--- config.mk ---
export PLATFORM = sky130hd
export DESIGN_NAME = apb_txn_monitor
export DESIGN_NICKNAME = d
export VERILOG_FILES = /design/src/rtl/apb_txn_monitor.sv
export SDC_FILE = /design/constraint.sdc
export NUM_CORES = 1
export LEC_CHECK = 0
export ABC_AREA = 1
export CAP_MARGIN = 20
export CORE_ASPECT_RATIO = 0.75
export CORE_UTILIZATION = 50
export CTS_CLUSTER_DIAMETER = 60
export CTS_CLUSTER_SIZE = 30
export DETAILED_ROUTE_END_ITERATION = 12
export GPL_ROUTABILITY_DRIVEN = 0
export GPL_TIMING_DRIVEN = 0
export PLACE_DENSITY = 0.78
export SLEW_MARGIN = 0
export SYNTH_ARGS = -nofsm -noshare
export SYNTH_HDL_FRONTEND = slang
export SYNTH_SLANG_ARGS = --single-unit
--- constraint.sdc ---
create_clock -name HCLK -period 3.95 [get_ports HCLK]
set_input_delay 0.79 -clock HCLK [delete_from_list [all_inputs] [get_ports HCLK]]
set_output_delay 0.79 -clock HCLK [all_outputs]
set_load 0.03 [all_outputs]
--- src/rtl/apb_txn_monitor.sv ---
// Passive APB monitor: follows SETUP/ACCESS phases per sampled bus cycle and emits one registered
// record per completed transfer, plus sticky protocol-violation flags and a saturating transfer count.
module apb_txn_monitor #(
   parameter int  ADDR_W   = 32,
   parameter int  DATA_W   = 32,
   parameter int  NUM_SLV  = 3,
   parameter int  MAX_WAIT = 16,
   parameter int  CNT_W    = 16,
   localparam int SLV_W    = (NUM_SLV > 1) ? $clog2(NUM_SLV) : 1,
   localparam int WAIT_W   = $clog2(MAX_WAIT + 1)
) (
   input  logic              HCLK,
   input  logic              HRESETn,
   input  logic [ADDR_W-1:0] PADDR,
   input  logic [DATA_W-1:0] PWDATA,
   input  logic [DATA_W-1:0] PRDATA,
   input  logic [NUM_SLV-1:0] PSEL,
   input  logic              PWRITE,
   input  logic              PENABLE,
   input  logic              PREADY,
   input  logic              PSLVERR,
   input  logic              viol_clr,
   output logic              txn_valid,
   output logic [ADDR_W-1:0] txn_addr,
   output logic [DATA_W-1:0] txn_data,
   output logic              txn_write,
   output logic [SLV_W-1:0]  txn_slv,
   output logic              txn_err,
   output logic [WAIT_W-1:0] txn_wait,
   output logic [CNT_W-1:0]  txn_count,
   output logic [4:0]        viol_flags
);

   // State names the phase of the most recently sampled bus cycle.
   localparam logic [1:0] ST_IDLE   = 2'd0;
   localparam logic [1:0] ST_SETUP  = 2'd1;
   localparam logic [1:0] ST_ACCESS = 2'd2;

   localparam logic [WAIT_W-1:0] WAIT_LAST = WAIT_W'(MAX_WAIT - 1);
   localparam logic [CNT_W-1:0]  CNT_MAX   = {CNT_W{1'b1}};

   function automatic logic f_multi_hot(input logic [NUM_SLV-1:0] sel);
      return (sel & (sel - NUM_SLV'(1))) != {NUM_SLV{1'b0}};
   endfunction

   function automatic logic [SLV_W-1:0] f_onehot_idx(input logic [NUM_SLV-1:0] sel);
      logic [SLV_W-1:0] idx;
      idx = {SLV_W{1'b0}};
      for (int i = 0; i < NUM_SLV; i++) begin
         if (sel[i]) idx = SLV_W'(i);
      end
      return idx;
   endfunction

   logic [1:0]         r_state;
   logic [WAIT_W-1:0]  r_wait;
   logic [ADDR_W-1:0]  r_cap_addr;
   logic [DATA_W-1:0]  r_cap_wdata;
   logic [NUM_SLV-1:0] r_cap_psel;
   logic               r_cap_write;
   logic               r_valid;
   logic [ADDR_W-1:0]  r_addr;
   logic [DATA_W-1:0]  r_data;
   logic               r_write;
   logic [SLV_W-1:0]   r_slv;
   logic               r_err;
   logic [WAIT_W-1:0]  r_twait;
   logic [CNT_W-1:0]   r_count;
   logic [4:0]         r_viol;

   logic               w_multi;
   logic [NUM_SLV-1:0] w_psel;
   logic               w_psel_any;
   logic               w_unstable;
   logic [1:0]         w_state_nxt;
   logic [WAIT_W-1:0]  w_wait_nxt;
   logic               w_capture;
   logic               w_complete;
   logic [4:0]         w_viol_new;

   assign w_multi    = f_multi_hot(PSEL);
   assign w_psel     = w_multi ? {NUM_SLV{1'b0}} : PSEL;
   assign w_psel_any = |w_psel;
   assign w_unstable = (PADDR != r_cap_addr) || (PWRITE != r_cap_write) || (w_psel != r_cap_psel) ||
                       (r_cap_write && (PWDATA != r_cap_wdata));

   // Phase tracking, completion detection and violation detection for the sampled cycle.
   always_comb begin
      w_state_nxt = r_state;
      w_wait_nxt  = r_wait;
      w_capture   = 1'b0;
      w_complete  = 1'b0;
      w_viol_new  = {4'b0000, w_multi};
      case (r_state)
         ST_IDLE: begin
            w_wait_nxt = {WAIT_W{1'b0}};
            if (w_psel_any && !PENABLE) begin
               w_state_nxt = ST_SETUP;
               w_capture   = 1'b1;
            end else if (w_psel_any) begin
               w_viol_new[1] = 1'b1;
            end else begin
               w_state_nxt = ST_IDLE;
            end
         end
         ST_SETUP, ST_ACCESS: begin
            if (!w_psel_any) begin
               w_viol_new[3] = 1'b1;
               w_state_nxt   = ST_IDLE;
            end else if ((r_state == ST_SETUP) && !(PENABLE && (w_psel == r_cap_psel))) begin
               w_viol_new[1] = 1'b1;
               w_state_nxt   = ST_IDLE;
            end else begin
               // This sample is an access cycle: check stability, then ready/wait/timeout.
               w_viol_new[2] = w_unstable;
               if (PREADY) begin
                  w_complete  = 1'b1;
                  w_state_nxt = ST_IDLE;
               end else if (r_wait == WAIT_LAST) begin
                  w_viol_new[4] = 1'b1;
                  w_state_nxt   = ST_IDLE;
               end else begin
                  w_wait_nxt  = r_wait + WAIT_W'(1);
                  w_state_nxt = ST_ACCESS;
               end
            end
         end
         default: begin
            w_state_nxt = ST_IDLE;
            w_wait_nxt  = {WAIT_W{1'b0}};
         end
      endcase
   end

   // Phase state, wait counter and SETUP-phase capture.
   always_ff @(posedge HCLK or negedge HRESETn) begin
      if (!HRESETn) begin
         r_state     <= ST_IDLE;
         r_wait      <= {WAIT_W{1'b0}};
         r_cap_addr  <= {ADDR_W{1'b0}};
         r_cap_wdata <= {DATA_W{1'b0}};
         r_cap_psel  <= {NUM_SLV{1'b0}};
         r_cap_write <= 1'b0;
      end else begin
         r_state <= w_state_nxt;
         r_wait  <= w_wait_nxt;
         if (w_capture) begin
            r_cap_addr  <= PADDR;
            r_cap_wdata <= PWDATA;
            r_cap_psel  <= w_psel;
            r_cap_write <= PWRITE;
         end
      end
   end

   // Transaction record and saturating count.
   always_ff @(posedge HCLK or negedge HRESETn) begin
      if (!HRESETn) begin
         r_valid <= 1'b0;
         r_addr  <= {ADDR_W{1'b0}};
         r_data  <= {DATA_W{1'b0}};
         r_write <= 1'b0;
         r_slv   <= {SLV_W{1'b0}};
         r_err   <= 1'b0;
         r_twait <= {WAIT_W{1'b0}};
         r_count <= {CNT_W{1'b0}};
      end else begin
         r_valid <= w_complete;
         if (w_complete) begin
            r_addr  <= r_cap_addr;
            r_data  <= r_cap_write ? r_cap_wdata : PRDATA;
            r_write <= r_cap_write;
            r_slv   <= f_onehot_idx(r_cap_psel);
            r_err   <= PSLVERR;
            r_twait <= r_wait;
            if (r_count != CNT_MAX) r_count <= r_count + CNT_W'(1);
         end
      end
   end

   // Sticky violation flags; a same-cycle detection wins over the clear.
   always_ff @(posedge HCLK or negedge HRESETn) begin
      if (!HRESETn) begin
         r_viol <= 5'b00000;
      end else if (viol_clr) begin
         r_viol <= w_viol_new;
      end else begin
         r_viol <= r_viol | w_viol_new;
      end
   end

   assign txn_valid  = r_valid;
   assign txn_addr   = r_addr;
   assign txn_data   = r_data;
   assign txn_write  = r_write;
   assign txn_slv    = r_slv;
   assign txn_err    = r_err;
   assign txn_wait   = r_twait;
   assign txn_count  = r_count;
   assign viol_flags = r_viol;

endmodule

==> flow_summary_export.csv <==
group,metric,value,unit
floorplan,die_area,17200,µm²
grt,overflow,0,
layout,final_common_cell,"nand2_1",
routing,routed-wl-met2,9.92,mm
grt,grt_pass1_wl,36.1,mm
routing,drt-pass1-iter-count,5,
outcome,status,"finished clean",
power,p_leak,5.50,nW
timing,min_period,2680,ps
synth,netlist_area,8360,µm²
floorplan,start_util,51.7,%
floorplan,row_count,40,
routing,drc,0,
timing,hold_viol,0,
timing,fmax,373,MHz
worst_setup_path,path_class,"input port to flop",
clocking,cts_resized,0,
layout,layout.nets,1405,
routing,routed_via_density,4.88,
clocking,clkSlewWorstSetupHoldPaths,70,ps
routing,dr.max_layer_used,"met4",
power,powerDensity,629,nW/µm²
grt,track_usage,27.4,%
clocking,htree_num_levels,4,
layout,final_layout_size_suffix_gt1_share,6.05,%
synth,synth_seq_cells,170,
timing,relSlewSlack,55.4,%
routing,wl_per_cell,14.6,µm
placed_design,place_area,10700,µm²
layout,n_antenna_cell,0,
layout,utilization,69.8,%
layout,syn_to_final_growth,35.0,%
floorplan,core,16200,µm²
floorplan,ios,201,
placed_design,portBuffers,200,
layout,layout_common_cells,"nand2_1, clkdlybuf4s50_1, dfrtp_1",
clocking,cts_tree,"done",
clocking,cts_max_path_buffers,2,
worst_setup_path,crit_required,4290,ps
synth,ys_types,30,
clocking,post-cts-setup-buffers,0,
timing,setup_violations,0,
worst_setup_path,arrival,3020,ps
min_path,hp-class,"input port to asynchronous set/reset pin",
clocking,insertion_delay,430,ps
floorplan,die_width,151,µm
timing,slew_violations,0,
timing,post-route-period-util,67.9,%
synth,yosysSeqAreaShare,50.9,%
synth,yosysWarningCount,0,
synth,ys_async_sr_fraction,100,%
clocking,root_buffer,"clkbuf_16",
routing,vias,7395,
synth,synthCells,1073,
floorplan,die_h,114,µm
timing,worst_pin_slew,669,ps
routing,drtIter0Drc,489,
routing,routed_wl,22.2,mm
timing,fin_skew,8.52,ps
routing,ant_nets,0,
clocking,hold_buffers,0,
clocking,cts_buffers,17,
layout,final_area,11300,µm²
clocking,cts.sinks,170,
worst_setup_path,crit_path_max_fanout,10,
power,peakVddDrop,0.000440,V
grt,grt_pass1_vias,7213,
synth,synth_enable_flop_cells,0,
routing,wl_met1,10.5,mm
worst_setup_path,cp-end-kind,"flop",
synth,synth-main-ff-cell,"dfrtp_1",
run,max_cap_violations,0,
synth,postSynthAreaPerCell,7.79,µm²
grt,grt_max_degree,106,
routing,wl_met3,1.55,mm
timing,rsz0062_at_grt,"no",
synth,syn_nets,1185,
timing,fin_tns_setup,0,ps
grt,antenna_found_initial,0,
placed_design,place_hpwl,16.1,mm
worst_setup_path,start_kind,"input port",
==> stage by stage <==
stage	worst slack, ps	hold slack (ps)	power, mW	cells
after global placement	-5020	456	5.28	1483
after CTS	1270	313	7.14	1516
after detailed placement	841	464	5.34	1484
after global routing	1090	336	7.50	1516
after floorplan	1840	442	4.17	1073
final	1270	296	7.10	1516
==> flip-flops by register name (all words and copies together), names as in the netlist, 2 cells and up <==
| name | count |
|---|---|
| txn_data | 32 |
| r_cap_addr | 32 |
| r_cap_psel | 3 |
| r_wait | 5 |
| txn_wait | 5 |
| r_cap_wdata | 32 |
| viol_flags | 5 |
| txn_addr | 32 |
| txn_slv | 2 |
| txn_count | 16 |
| r_state | 2 |
==> Yosys cell counts (4+ instances only) <==
master / instances / area (µm²)
nand3_1: 19 / 95.1
xnor2_1: 23 / 201
nand4_1: 12 / 75.1
nor3_1: 7 / 35.0
xor2_1: 17 / 149
o21ai_1: 11 / 55.1
buf_6: 7 / 78.8
a21oi_1: 4 / 20.0
dfrtp_1: 170 / 4250
clkbuf_1: 22 / 82.6
buf_2: 9 / 45.0
inv_1: 128 / 480
nand2_1: 458 / 1720
o21ai_0: 103 / 515
mux2_2: 17 / 191
nor2_1: 41 / 154
ha_1: 6 / 75.1
==> layout make-up <==
class / instances / area, µm²
sequential: 170 / 4250
timing repair buffer: 201 / 2030
inverter: 130 / 488
tap: 210 / 263
multi-input combinational: 733 / 3400
clock buffer: 20 / 467
fill: 1323 / 4880
clock inverter: 12 / 164
buffer: 40 / 218
==> worst max-delay path, stage by stage <==
cell	delay, ps
clkdlybuf4s50_1	460
nand3b_1	300
nand3_1	260
inv_2	80
nor3_2	260
nand2_2	250
clkbuf_1	350
o21ai_0	260
==> cell families after synthesis <==
logic type               share of synthesized area (%)
buffers and inverters                             8.45
AO/OA/AOI/OAI                                     7.61
flip-flops                                        50.9
adder cells (fa/ha/maj)                          0.898
XOR/XNOR                                          4.19
AND/OR/NAND/NOR                                   25.7
multiplexers                                      2.29
==> layer usage <==
metal	track usage, %	vias to the layer above
met2	41.8	212
li1	-	3736
met5	0	-
met1	39.1	3430
met4	5.60	0
met3	7.24	17
==> path summary, 6_finish.rpt <==
kind	start	to	slack (ps)	cells past startpoint
setup / recovery	PSEL[0]	txn_addr[0]	1270	8
hold / removal	HRESETn	r_cap_addr[1]	300	1
setup reg to reg	r_state[0]	txn_addr[0]	1460	8
hold reg to reg	r_wait[3]	r_wait[3]	480	2
max in group asynchronous	HRESETn	txn_count[12]	2770	2
min in group HCLK	r_wait[3]	r_wait[3]	480	2
==> where the power goes <==
part | internal (mW) | switching (mW)
clock network | 1.05 | 0.719
logic | 1.12 | 1.57
registers | 2.27 | 0.370
total | 4.44 | 2.66
No activity file was read; power rests on OpenSTA's default activity.
